`src/rtl/dot_product_arbiter.sv`:
```
// dot_product_arbiter: round-robin sharing of one dot_product engine
// between NUM_REQ requesters, with operand latching and a run timeout.
module dot_product_arbiter #(
    parameter int NUM_REQ        = 4,
    parameter int VECTOR_LEN     = 4,
    parameter int TIMEOUT_CYCLES = 256
) (
    input  logic                                     clk,
    input  logic                                     rst,
    input  logic [NUM_REQ-1:0]                       req,
    input  logic [NUM_REQ-1:0][VECTOR_LEN-1:0][31:0] req_vec1,
    input  logic [NUM_REQ-1:0][VECTOR_LEN-1:0][31:0] req_vec2,
    output logic [NUM_REQ-1:0]                       grant,
    output logic [NUM_REQ-1:0]                       resp_valid,
    output logic [31:0]                              resp_data,
    output logic                                     resp_err,
    output logic                                     busy,
    output logic                                     eng_rst,
    output logic [VECTOR_LEN-1:0][31:0]              eng_vec1,
    output logic [VECTOR_LEN-1:0][31:0]              eng_vec2,
    input  logic                                     eng_done,
    input  logic [31:0]                              eng_result
);

    localparam int PW = (NUM_REQ > 1) ? $clog2(NUM_REQ) : 1;
    localparam int CW = $clog2(TIMEOUT_CYCLES + 1);
    localparam logic [PW-1:0] LAST = PW'(NUM_REQ - 1);
    localparam logic [CW-1:0] CMAX = CW'(TIMEOUT_CYCLES - 1);

    typedef enum logic [1:0] {
        IDLE,
        LAUNCH,
        RUN,
        RESP
    } state_t;

    state_t        state;
    logic [PW-1:0] ptr;
    logic [PW-1:0] owner;
    logic [PW-1:0] win;
    logic [CW-1:0] cnt;
    logic          any;
    int            idx;

    // Scan downward in offset so the lowest offset from ptr wins last.
    always_comb begin
        win = ptr;
        any = 1'b0;
        idx = 0;
        for (int i = NUM_REQ - 1; i >= 0; i--) begin
            idx = int'(ptr) + i;
            if (idx >= NUM_REQ) idx = idx - NUM_REQ;
            if (req[PW'(idx)]) begin
                win = PW'(idx);
                any = 1'b1;
            end
        end
    end

    always_ff @(posedge clk) begin
        if (rst) begin
            state      <= IDLE;
            grant      <= '0;
            resp_valid <= '0;
            resp_data  <= '0;
            resp_err   <= 1'b0;
            busy       <= 1'b0;
            eng_rst    <= 1'b1;
            eng_vec1   <= '0;
            eng_vec2   <= '0;
            ptr        <= '0;
            owner      <= '0;
            cnt        <= '0;
        end else begin
            resp_valid <= '0;
            unique case (state)
                IDLE: begin
                    if (any) begin
                        owner    <= win;
                        grant    <= NUM_REQ'(1) << win;
                        eng_vec1 <= req_vec1[win];
                        eng_vec2 <= req_vec2[win];
                        busy     <= 1'b1;
                        state    <= LAUNCH;
                    end
                end
                // Engine stays in reset one cycle with the new operands.
                LAUNCH: begin
                    eng_rst <= 1'b0;
                    cnt     <= '0;
                    state   <= RUN;
                end
                RUN: begin
                    cnt <= cnt + 1'b1;
                    if (eng_done || cnt == CMAX) begin
                        resp_data  <= eng_done ? eng_result : '0;
                        resp_err   <= !eng_done;
                        resp_valid <= grant;
                        eng_rst    <= 1'b1;
                        state      <= RESP;
                    end
                end
                RESP: begin
                    grant <= '0;
                    busy  <= 1'b0;
                    cnt   <= '0;
                    ptr   <= (owner == LAST) ? '0 : owner + 1'b1;
                    state <= IDLE;
                end
                default: state <= IDLE;
            endcase
        end
    end

endmodule

```
`config.mk`:
```
export PLATFORM = sky130hd
export DESIGN_NAME = dot_product_arbiter
export DESIGN_NICKNAME = d
export VERILOG_FILES = /design/src/rtl/dot_product_arbiter.sv
export SDC_FILE = /design/constraint.sdc
export NUM_CORES = 1
export LEC_CHECK = 0
export CAP_MARGIN = 20
export CORE_AREA = 3 3 528 530
export CTS_BUF_LIST = sky130_fd_sc_hd__clkbuf_4
export CTS_CLUSTER_SIZE = 20
export DETAILED_ROUTE_END_ITERATION = 8
export DIE_AREA = 0 0 531 533
export PLACE_DENSITY = 0.3
export SYNTH_ARGS = -nofsm -noshare
export SYNTH_HDL_FRONTEND = slang
export SYNTH_SLANG_ARGS = --single-unit
```
`constraint.sdc`:
```
create_clock -name clk -period 2.3 [get_ports clk]
set_input_delay 0.46 -clock clk [delete_from_list [all_inputs] [get_ports clk]]
set_output_delay 0.46 -clock clk [all_outputs]
set_load 0.02 [all_outputs]
```
; Yosys cells after proc, flatten, opt, wreduce, memory -nomap -nowiden
; Index checks and enable logic that the tools add are counted.
[word_totals]
elab_cells = 99
out_inout_bits = 299
reg_bits = 314
input_bits = 1063
[classes]
addsub = 9
order_cmp = 9
reduce_logical = 13
n_shift = 1
mux = 40
bitwise = 2
eq_ne = 7
[op_table]
columns = operator, n
row1 = $bmux 128 s2, 2
row2 = $mux 128, 2
row3 = $mux 32, 1
row4 = $mux 2, 11
row5 = $pmux 9 s2, 1
row6 = $lt 2x4->1 const B, 4
row7 = $mux 1, 14
row8 = $reduce_and 2->1, 5
row9 = $add 9x1->9 const B, 1
row10 = $eq 9x8->1 const B, 1
row11 = $ge 3x3->1 const B, 3
row12 = $bmux 1 s2, 4
row13 = $pmux 2 s4, 1
row14 = $pmux 4 s2, 1
row15 = $sub 2x1->2 const B, 4
row16 = $add 2x2->3 const B, 2
row17 = $eq 2x2->1 const B, 3
row18 = $reduce_bool 2->1, 3
row19 = $mux 4, 1
row20 = $ne 2x2->1 const B, 2
row21 = $pmux 1 s2, 2
row22 = $shl 1x2->4 const A, 1
row23 = $add 2x1->3 const B, 1
row24 = $ge 2x3->1 const B, 1
row25 = 9 further kinds, 10

; Longest topological paths before layout
; Gate-level depths: netlist (run 1).
[logic_depth]
depth_word = 13
mapped_depth = 10
ltp_nobuf = 9

; Worst setup path after synthesis (run 1)
; No wires, ideal clock.
[synth_timing]
kind = input to register
start = input port req[0]
end = register eng_vec1[32] (netlist bit)
n_path_buf = 3
setup_ns = 0.122
path_slack_ns = 0.141
required_ns = 2.178
path_stages = 8
arrival_ns = 2.038
cell_sequence = or3b_1 > and2_1 > clkbuf_1 > buf_2 > clkbuf_1 > o31ai_1 > a21oi_1 > a221o_1
[synth_via]
elab_chain_cells = 9
word_cells_on_any_way = 23
cone_classes = mux: 22 / reduce/logical: 1
[synth_lines]
columns = item, line_no
row1 = "start, declared", 10  ; input logic [NUM_REQ-1:0] req,
row2 = $bmux 1 s2, 53  ; if (req[PW'(idx)]) begin
row3 = $mux 1 (not written as such) (2 in series), 53
row4 = $mux 2 (4 in series), 53
row5 = $bmux 128 s2, 81  ; eng_vec1 <= req_vec1[win];
row6 = $mux 128 (not written as such), 81
row7 = "end signal, assigned", 81
row8 = "end, declared", 19  ; output logic [VECTOR_LEN-1:0][31:0] eng_vec1,
; Several ways; a longest one is shown, not always the timed one. The select of a mux whose other input is x is not followed.
; A chain may end at the register's enable or synchronous reset.

; Worst setup path in the final report (run 1)
[layout_timing]
start = register ptr[0]
end = register eng_vec2[15] (netlist bit)
[layout_via]
elab_chain_cells = 12
word_cells_on_any_way = 38
cone_classes = add/sub: 7 / order compare: 4 / mux: 26 / reduce/logical: 1
[layout_lines]
columns = item, line_no
row1 = "start, declared", 38  ; logic [PW-1:0] ptr;
row2 = "start signal, assigned", 107  ; ptr <= (owner == LAST) ? '0 : owner + 1'b1;
row3 = $add 2x2->3, 51  ; idx = int'(ptr) + i;
row4 = $ge 3x3->1 or $sub 2x1->2 (tied branches), 52  ; if (idx >= NUM_REQ) idx = idx - NUM_REQ;
row5 = $mux 2, 52
row6 = $bmux 1 s2, 53
row7 = $mux 1 (not written as such) (2 in series), 53
row8 = $mux 2 (4 in series), 53
row9 = $bmux 128 s2, 82  ; eng_vec2 <= req_vec2[win];
row10 = $mux 128 (not written as such), 82
row11 = "end signal, assigned", 82
row12 = "end, declared", 20  ; output logic [VECTOR_LEN-1:0][31:0] eng_vec2,
; Several ways; a longest one is shown, not always the timed one. The select of a mux whose other input is x is not followed.

==> qor.txt, run 1 <==
Final Total Pwr - 37.3 mW
Leading post-synthesis cells by cell area - dfxtp_1, a221o_1, mux2_1, o31ai_1, nand4_1
Pwr dens - 681 mW/mm^2
Die X - 531 um
Final ANT Viol Nets - 0
DP Worst Slack - -0.948 ns
First-pass GRT wire length - 305000 um
Clock Skews - 0.0729 ns
Residual DRC - 0
H-Tree Level Count - 3
Area growth syn-to-layout - 191%
Failing checks - setup timing
Die area - 0.283 sq mm
Commonest non-fill, non-tap cell in the layout - clkdlybuf4s50_1
Drt via density - 3.69
Synth Instances - 2042
Proportion of layout cells with a drive suffix above 1 - 33.3%
Maxcap violations - 0
Critical path buffers and inverters - 2
Post-synth EDFFs - 0
Synth Register Bits - 314
Mapped Nets - 3113
CP max stage delay - 0.51 ns
Max FO, Critical Path - 7
WP data arrival - 3.48 ns
Startpoint types - flip-flop
Total CTS buffers - 120
Uppermost layer routed - met5
Area of the mapped netlist - 0.0188 sq mm
DR vias - 30600
CTS tree - yes
Commonest non-fill, non-tap cells in the layout - clkdlybuf4s50_1, dlygate4sd3_1, buf_6
Pleak - 20.2 nW
Initial core utilization - 6.88%
Average cell area after synthesis - 9.22 sq um
Met3 routed WL - 18700 um
Worst skew pair latency - 1.13 ns
R2r startpoint - ptr[0]
Setup WS post-layout - -0.135 ns
Slew Viols, Final - 0
Register area share after synthesis - 33.4%
Final core occ - 20.0%
M1 WL - 108000 um
Register-to-register setup slack - -0.14 ns
Routed wire length - 248000 um
Final setup vio count - 184
Synth warn - 0
Largest net degree at the start of global routing - 62
Row cnt - 192
Setup CP Type - flip-flop to flip-flop
Main synth FF type - dfxtp_1
Worst Path Required - 3.35 ns
Slew @ Worst Pin - 0.712 ns
Worst Hold End - eng_vec2[123]
Core area - 0.274 sq mm
Die Y - 533 um
Yosys top cell by area - dfxtp_1
Distinct cells, synth - 45
Cells on Worst Hold Path - 3
Placed cell count - 7015
R2R depth - 7
CP max stage cell - o31ai_1
Slew headroom - 52.5%
Vias in the first global route - 32000
Register clock-pin slew on the reported worst setup and hold paths - 0.07 ns
Area share of the largest cell type after synthesis - 33.4%
CP delay by family, top - compound AO/OA/AOI/OAI gates
Worst vdd ir - 0.379 mV
Min-delay src - req_vec2[379]
Max clock buf depth - 4
Reg2Reg Capture Point - eng_vec2[15]
Detailed Place HPWL - 195000 um
Clk root buf - clkbuf_4
Initial antenna violation count - 182
Gpl congestion - 0.831
Final min period - 2.44 ns
Final worst path period share - 106%
Drt wl/cell - 30.0 um
Fmax - 411 MHz
Final Non-Filler Cells - 8289
Initial DRC count - 1738
Grt total ovfl - 0
Status - finished, violations left
Hold Path Class - input pin to flip-flop
Async set-reset flop share out of synthesis - 0%
RSZ-0062 raised after global routing - true
Fin nets - 5634
DP Area - 0.0390 sq mm
I/O pins - 1362
CP cell instances - or3b_4 -> and2_4 -> buf_12 -> clkbuf_16 -> o31ai_1 -> a21oi_1 -> a221o_1
CP endpoint kind - flip-flop
Drt pass-1 iters - 5
Total GRT Usage - 15.9%
Clock Sinks - 314
Hold Vio Cnt, Final - 0
WL met2 - 115000 um
Final std cell area, no fill - 0.0547 sq mm
Port bufs - 1361
==> stage by stage <==
| stage | TNS, ns | hold WS (ns) |
|---|---|---|
| 2_1_floorplan | 0 | 0.440 |
| 3_3_place_gp | -192.69 | 0.450 |
| 3_5_place_dp | -191.31 | 0.447 |
| 4_1_cts | -22.48 | 0.00166 |
| 5_1_grt | -33.00 | -0.0128 |
| 6_report | -8.12 | 0.178 |
==> state kept, by name, summed over array words and instances, names as in the netlist <==
name and flops:
resp_valid 4, cnt 9, owner 2, resp_data 32
ptr 2, eng_vec2 128, eng_vec1 128, busy 1
resp_err 1, grant 4, eng_rst 1, state 2
==> final cells by class <==
class | count | area (sq um)
tap | 3589 | 4490
fill | 30100 | 219000
clock buffer | 172 | 1290
clock inverter | 22 | 91.3
timing repair buffer | 2691 | 28600
multi-input combinational | 1429 | 13300
inverter | 7 | 26.3
antenna | 65 | 163
sequential | 314 | 6750
==> Yosys cell counts (4+ instances only) <==
master	instances
o21ai_0	6
a32oi_1	4
clkbuf_1	193
mux2_1	200
nor2b_1	7
and2_1	5
dfxtp_1	314
mux2i_1	4
nor2_1	30
a221o_1	255
xor2_1	4
ha_1	8
nand3_1	4
nand2_1	11
a21oi_1	262
mux2_2	56
nand4_1	257
buf_4	27
buf_2	47
a22o_1	32
inv_1	7
buf_1	25
o31ai_1	255
==> logic make-up (layout without fill, tap and decap cells) <==
group,after synthesis,count (layout),synth area share [%]
buffers and inverters,299,2892,6.81
other,0,65,0
xor gates and xnor gates,6,6,0.279
and+or+nand+nor,329,329,10.5
adders and majority gates,8,8,0.531
muxes,260,260,15.5
AOI/OAI and AO/OA,826,826,33.0
DFF,314,314,33.4
==> worst max-delay path by stage <==
| stage | start | to | slack [ns] | cells after the start |
|---|---|---|---|---|
| floorplan | req[0] | eng_vec1[32] | 0.14 | 8 |
| global placement | req[0] | eng_vec2[113] | -0.94 | 10 |
| detailed placement | req[0] | eng_vec2[113] | -0.95 | 10 |
| CTS | eng_vec2[30] | eng_vec2[30] | -0.18 | 1 |
| global route | ptr[0] | eng_vec2[119] | -0.21 | 9 |
| finish | ptr[0] | eng_vec2[15] | -0.14 | 7 |
==> layer usage <==
metal,up-vias,track usage (%)
met5,-,0
met4,76,3.54
met3,433,4.77
met2,1563,26.7
met1,14900,19.9
li1,13600,-
==> report_power, final <==
group	internal, mW	leakage, nW	total [mW]	switching [mW]
logic	10.7	16.7	21.4	10.7
clock network	3.35	0.833	6.82	3.47
registers	7.47	2.70	9.05	1.57
total	21.5	20.2	37.3	15.8
==> what timing repair did <==
action,CTS,global route
hold buffers,885,1
gates cloned,12,29
resized for setup,2319,417
hold endpoints to repair,289,1
buffers inserted,60,45
pin swaps,14,124
endpoints found under the setup margin,553,320
==> worst reg2reg max path, cell delays in order, from the launching register on <==
cell and delay (ns):
dfxtp_4 0.36, or3b_4 0.42, and2_4 0.22, buf_12 0.16
clkbuf_16 0.24, o31ai_1 0.53, a21oi_1 0.14, a221o_1 0.28
Note: power is estimated with default switching activity, not from simulation.
==> run 2, diff against run 1 <==
--- a/config.mk
+++ b/config.mk
@@ -5,12 +5,12 @@
 export SDC_FILE = /design/constraint.sdc
 export NUM_CORES = 1
 export LEC_CHECK = 0
-export CAP_MARGIN = 20
-export CORE_AREA = 3 3 528 530
+export CAP_MARGIN = 25
+export CORE_AREA = 3 3 535 537
 export CTS_BUF_LIST = sky130_fd_sc_hd__clkbuf_4
 export CTS_CLUSTER_SIZE = 20
 export DETAILED_ROUTE_END_ITERATION = 8
-export DIE_AREA = 0 0 531 533
+export DIE_AREA = 0 0 538 540
 export PLACE_DENSITY = 0.3
 export SYNTH_ARGS = -nofsm -noshare
 export SYNTH_HDL_FRONTEND = slang
==> constraint.sdc (replaced) <==
create_clock -name clk -period 2.1 [get_ports clk]
set_input_delay 0.42 -clock clk [delete_from_list [all_inputs] [get_ports clk]]
set_output_delay 0.42 -clock clk [all_outputs]
set_load 0.02 [all_outputs]
==> qor.txt, run 2 (synthesis gave the netlist of run 1 again) <==
Status - finished, violations left
Failing checks - setup timing
TNS Setup - -89.27 ns (-81.15 ns)
Drt wl/cell - 29.5 um (-1.6%)
Worst skew pair latency - 1.21 ns (+0.08 ns)
Initial core utilization - 6.68% (-0.20 points)
Proportion of layout cells with a drive suffix above 1 - 33.1% (-0.16 points)
Worst vdd ir - 0.355 mV (-6.2%)
Biggest regs - eng_vec1: 128 flops, eng_vec2: 128 flops, resp_data: 32 flops
Setup CP Type - flip-flop to flip-flop
Clock Sinks - 314 (unchanged)
Total CTS buffers - 115 (-4.2%)
Drt pass-1 iters - 7 (+2)
Startpoint types - flip-flop
Core area - 0.282 sq mm (+3.0%)
Max clock buf depth - 4 (unchanged)
Final ANT Viol Nets - 0 (unchanged)
WP data arrival - 3.47 ns (about the same)
Grt total ovfl - 0 (unchanged)
Drt via density - 3.61 (-2.3%)
Final worst path period share - 122% (+16 points)
First-pass GRT wire length - 309000 um (+1.3%)
Initial DRC count - 1600 (-7.9%)
Multi-input combinational cell area - 0.0126 sq mm (-5.8%)
Worst Path Required - 3.01 ns (-0.34 ns)
Max FO, Critical Path - 7 (unchanged)
Port bufs - 1361 (unchanged)
Slew Viols, Final - 0 (unchanged)
Hold Vio Cnt, Final - 0 (unchanged)
Hold Path Class - input pin to flip-flop
Final setup vio count - 289 (+57%)
I/O pins - 1362 (unchanged)
Slew headroom - 54.7% (+2.2 points)
CP max stage delay - 0.39 ns (-0.12 ns)
Detailed Place HPWL - 197000 um (+0.67%)
Clock Skews - 0.191 ns (+0.118 ns)
Fin nets - 5655 (+0.37%)
Die X - 538 um (+1.3%)
Fmax - 391 MHz (-4.9%)
Largest net degree at the start of global routing - 77 (+24%)
Residual DRC - 0 (unchanged)
H-Tree Level Count - 3 (unchanged)
Area growth syn-to-layout - 188%
Commonest non-fill, non-tap cells in the layout - clkdlybuf4s50_1, dlygate4sd3_1, buf_4
RSZ-0062 raised after global routing - true
CP dominant cell by count - buf_6
Pleak - 20.2 nW (+0.20%)
Final min period - 2.56 ns (+0.124 ns)
DP Area - 0.0391 sq mm (+0.42%)
Clk root buf - clkbuf_4
Vias in the first global route - 32000 (-0.091%)
Routed wire length - 251000 um (+0.85%)
CP cell instances - or3b_4 -> buf_6 -> nand2_8 -> nand3_4 -> buf_12 -> buf_16 -> buf_6 -> mux2_4 -> a221o_1
Sequential Area - 0.00677 sq mm (+0.33%)
Die area - 0.291 sq mm (+2.6%)
Pwr dens - 766 mW/mm^2 (+12%)
Row cnt - 195 (+1.6%)
DP Worst Slack - -1.09 ns (-0.142 ns)
Gpl congestion - 0.858 (+3.2%)
CTS tree - yes
DR vias - 30600 (+0.11%)
Die Y - 540 um (+1.3%)
CP endpoint kind - flip-flop
Final Non-Filler Cells - 8492 (+2.4%)
Register clock-pin slew on the reported worst setup and hold paths - 0.06 ns (about the same)
Fill cell count - 31300 (+3.9%)
Final std cell area, no fill - 0.0543 sq mm (-0.75%)
Maxcap violations - 0 (unchanged)
Initial antenna violation count - 183 (+0.55%)
Final core occ - 19.3% (-0.73 points)
CP max stage cell - or3b_4
Commonest non-fill, non-tap cell in the layout - clkdlybuf4s50_1
Total GRT Usage - 15.7% (-0.18 points)
Setup WS post-layout - -0.460 ns (-0.324 ns)
Slew @ Worst Pin - 0.672 ns (-0.0402 ns)
Placed cell count - 7187 (+2.5%)
run 2: cell types whose count changed in the layout (fill, tap and decap cells not counted), sizes merged, moves of 2 or more:
| cell | change |
|---|---|
| buf | +55 |
| dlygate4sd3 | -24 |
| diode | +14 |
| clkinv | +7 |
| clkbuf | -4 |
| bufinv | +2 |
run 2: final cells by class:
cell class / count / area share, %
Sequential cell: 314 / 12.5
Clock buffer: 173 / 2.39
Inverter: 7 / 0.0484
Timing Repair Buffer: 2717 / 52.7
Clock inverter: 30 / 0.322
Tap cell: 3743 / 8.62
Multi-Input combinational cell: 1429 / 23.1
Antenna cell: 79 / 0.364
run 2: what timing repair did:
| item | 4_1_cts | 5_1_grt |
|---|---|---|
| gates resized for setup | 2059 | 414 |
| hold buffers | 862 | 0 |
| endpoints found under the hold margin | 293 | 0 |
| setup endpoints to repair | 557 | 555 |
| gates cloned | 9 | 21 |
| buffers inserted | 85 | 48 |
| pin swaps | 7 | 28 |
run 2: worst max-delay path: cells and delay by family, from the launching register on:
kind / cells / cell delay [ns]
AND/OR/NAND/NOR: 3 / 0.53
AO/OA/AOI/OAI: 1 / 0.30
multiplexers: 1 / 0.34
flip-flops: 1 / 0.38
buffers and inverters: 4 / 0.67
run 2: per-layer routing:
layer	track usage (%)	vias up	part of all wire [%]
met3	4.51	388	8.1
met1	19.7	15000	42
li1	-	13700	-
met5	0	-	0.26
met4	3.05	100	2.2
met2	26.7	1455	47
run 2: stage by stage:
step	power, mW	hold slack [ns]
final	41.6	0.215
after global routing	43.7	0.0388
after CTS	40.6	0.00124
after detailed placement	28.6	0.460
after global placement	28.6	0.461
after floorplan	16.2	0.440
run 2: final timing paths:
check / startpoint / to / slack [ns] / depth (start not counted)
worst max register to register: ptr[0] / eng_vec2[107] / -0.46 / 9
worst max-delay path: ptr[0] / eng_vec2[107] / -0.46 / 9
worst min register to register: owner[1] / owner[1] / 0.47 / 2
worst min-delay path: req_vec2[490] / eng_vec2[106] / 0.21 / 3
run 2: power breakdown:
part	leakage, nW	switching (mW)	internal (mW)
Combinational	16.7	12.0	12.0
Clock	0.884	3.84	3.97
Sequential	2.71	1.63	8.20
==> run 3, diff against run 2 <==
--- a/config.mk
+++ b/config.mk
@@ -5,13 +5,14 @@
 export SDC_FILE = /design/constraint.sdc
 export NUM_CORES = 1
 export LEC_CHECK = 0
+export ABC_AREA = 1
 export CAP_MARGIN = 25
-export CORE_AREA = 3 3 535 537
+export CORE_AREA = 3 3 534 536
 export CTS_BUF_LIST = sky130_fd_sc_hd__clkbuf_4
 export CTS_CLUSTER_SIZE = 20
 export DETAILED_ROUTE_END_ITERATION = 8
-export DIE_AREA = 0 0 538 540
-export PLACE_DENSITY = 0.3
+export DIE_AREA = 0 0 537 539
+export PLACE_DENSITY = 0.31
 export SYNTH_ARGS = -nofsm -noshare
 export SYNTH_HDL_FRONTEND = slang
 export SYNTH_SLANG_ARGS = --single-unit
==> constraint.sdc (replaced) <==
create_clock -name clk -period 3.1 [get_ports clk]
set_input_delay 0.62 -clock clk [delete_from_list [all_inputs] [get_ports clk]]
set_output_delay 0.62 -clock clk [all_outputs]
set_load 0.02 [all_outputs]
==> qor.txt, run 3 <==
Status - finished, final reports clean
Worst skew pair latency - 1.10 ns (-0.11 ns)
Initial core utilization - 7.36% (+0.68 points)
Area share of the largest cell type after synthesis - 30.4% (-3.0 points)
Clk root buf - clkbuf_4
Maxcap violations - 0 (unchanged)
Final ANT Viol Nets - 0 (unchanged)
Hold Vio Cnt, Final - 0 (unchanged)
I/O pins - 1362 (unchanged)
Gate power share - 69.2% (+12 points)
Synth Instances - 3628 (+78%)
Commonest non-fill, non-tap cells in the layout - clkdlybuf4s50_1, nor2_1, nand3_1
Routed wire length - 217000 um (-13%)
Fmax - 344 MHz
Yosys top cell by area - dfxtp_1
Multi-input combinational cell area - 0.0119 sq mm (-4.9%)
Row cnt - 195 (unchanged)
Average cell area after synthesis - 5.71 sq um (-38%)
Register clock-pin slew on the reported worst setup and hold paths - 0.07 ns (about the same)
Pwr dens - 932 mW/mm^2 (+22%)
DP Area - 0.0403 sq mm (+3.0%)
Total CTS buffers - 112 (-2.6%)
Slew Viols, Final - 0 (unchanged)
Area growth syn-to-layout - 104%
Async set-reset flop share out of synthesis - 0% (unchanged)
Final min period - 2.91 ns
H-Tree Level Count - 3 (unchanged)
Die Y - 539 um (-0.19%)
Grt total ovfl - 0 (unchanged)
Register area share after synthesis - 30.4% (-3.0 points)
RSZ-0062 raised after global routing - false
Power share of the clock group - 12.8% (-6.0 points)
Worst vdd ir - 0.391 mV (+10%)
Distinct cells, synth - 28 (-38%)
Synth warn - 0 (unchanged)
Max FO, Critical Path - 2 (-5)
CP max stage cell - clkdlybuf4s50_1
Final worst path period share - 93.9%
Detailed Place HPWL - 186000 um (-5.4%)
Commonest non-fill, non-tap cell in the layout - clkdlybuf4s50_1
CP endpoint kind - output port
Core area - 0.281 sq mm (-0.26%)
Clock Sinks - 314 (unchanged)
Uppermost layer routed - met5
Hold Path Class - input pin to flip-flop
Startpoint types - flip-flop
CP cell instances - clkdlybuf4s50_1
Max clock buf depth - 3 (-1)
Slew @ Worst Pin - 0.649 ns (-0.0232 ns)
CP delay by family, top - buffers and inverters
Area of the mapped netlist - 0.0207 sq mm (+9.9%)
Setup WS post-layout - 0.189 ns (+0.649 ns)
CP max stage delay - 0.72 ns (+0.33 ns)
Largest net degree at the start of global routing - 56 (-27%)
Slew headroom - 56.9% (+2.2 points)
Clock Skews - 0.105 ns (-0.0854 ns)
DR vias - 30800 (+0.44%)
WP data arrival - 2.29 ns (-1.18 ns)
Die X - 537 um (-0.19%)
Sw frac - 51.4% (+9.4 points)
Final std cell area, no fill - 0.0423 sq mm (-22%)
Final hold slack - 0.216 ns (+0.00112 ns)
Post-synth EDFFs - 0 (unchanged)
Main synth FF type - dfxtp_1
Net Switching - 20.3 mW (+16%)
Critical path buffers and inverters - 1 (-3)
Pleak - 17.6 nW (-13%)
Drt pass-1 iters - 7 (unchanged)
Count leader, synth - nor2_1
Fin nets - 6184 (+9.4%)
Setup CP Type - flip-flop to output port
Post-synth top cells - nor2_1, nand3_1, nand2_1
Internal power - 19.2 mW (-20%)
Mapped Nets - 4699 (+51%)
Proportion of layout cells with a drive suffix above 1 - 8.55% (-25 points)
Met3 routed WL - 22000 um (+8.4%)
Worst Path Required - 2.48 ns (-0.53 ns)
M1 WL - 88300 um (-17%)
CTS tree - yes
Gpl congestion - 0.919 (+7.1%)
Drt via density - 3.43 (-5.1%)
Post-CTS Setup Inserts - 0 (-100%)
First-pass GRT wire length - 284000 um (-8.3%)
Residual DRC - 0 (unchanged)
TNS Setup - 0 ns (+89.27 ns)
Synth Register Bits - 314 (unchanged)
Port bufs - 1361 (unchanged)
Drt wl/cell - 24.2 um (-18%)
Biggest regs - eng_vec1: 128 flops, eng_vec2: 128 flops, resp_data: 32 flops
WL met2 - 99700 um (-16%)
Sequential Area - 0.00629 sq mm (-7.2%)
Leading post-synthesis cells by cell area - dfxtp_1, nor2_1, nand3_1, nand2_1, o21ai_0
Initial DRC count - 1767 (+10%)
Flop pwr share - 18.0% (-5.6 points)
Fill cell count - 32600 (+4.2%)
Vias in the first global route - 31300 (-2.2%)
Die area - 0.289 sq mm (-0.37%)
Total GRT Usage - 14.3% (-1.5 points)
DP Worst Slack - -0.185 ns (+0.906 ns)
Initial antenna violation count - 167 (-8.7%)
Final setup vio count - 0 (-100%)
run 3: cell types whose count changed after synthesis, sizes merged, moves of 255 or more:
cell   previous run  this run
a221o           255         0
nor2             30      1041
nand3             5       779
mux2            256         0
nand2            12       571
inv               7       287
o21ai             8       267
run 3: logic make-up (layout without fill, tap and decap cells):
kind of cell	after synthesis	in the layout	share of synthesized area [%]
AOI/OAI and AO/OA	322	322	8.68
adders and majority gates	8	8	0.483
buffers and inverters	584	2151	12.2
DFF	314	314	30.4
other	0	47	0
and+or+nand+nor	2400	2400	48.3
run 3: worst paths after layout:
path	depth (start not counted)	start	slack [ns]	endpoint
worst max-delay path	1	eng_vec2[42]	0.19	eng_vec2[42]
worst min-delay path	5	req_vec1[438]	0.22	eng_vec1[54]
worst max register to register	18	ptr[0]	0.36	eng_vec2[93]
worst min register to register	2	busy	0.47	busy
run 3: repair_timing:
| action | CTS | global route |
|---|---|---|
| endpoints found under the hold margin | 48 | 0 |
| hold buffers | 50 | 0 |
| resized for setup | 16 | 0 |
| setup endpoints to repair | 16 | 0 |
run 3: cell type report:
type	instances	area share, %
diodes	47	0.278
clock buffers	168	2.98
clock inverters	28	0.390
inverters	288	2.61
multi-input cells	2730	28.2
flip-flops and latches	314	14.9
well taps	3743	11.1
repair buffers	1667	39.6
run 3: routing by layer:
layer	track usage [%]	vias to the layer above
li1	-	14700
met2	23.6	1419
met4	4.18	126
met5	0	-
met1	16.7	14200
met3	5.92	390
run 3: metrics by stage:
stage / std cells / utilization (%) / power, mW
3_3_place_gp: 8692 / 14.3 / 35.2
5_1_grt: 8973 / 15.0 / 42.8
4_1_cts: 8938 / 15.0 / 40.6
3_5_place_dp: 8692 / 14.3 / 35.1
2_1_floorplan: 3628 / - / 20.3
6_report: 8985 / 15.0 / 39.5
run 3: power by group through the flow:
stage	Sequential (mW)	Combinational, mW	Clock (mW)
3_3_place_gp	7.15	28.1	0
3_5_place_dp	7.16	27.9	0
6_report	7.09	27.3	5.06
5_1_grt	7.30	29.9	5.62
4_1_cts	7.12	28.0	5.47
2_1_floorplan	8.98	11.3	0
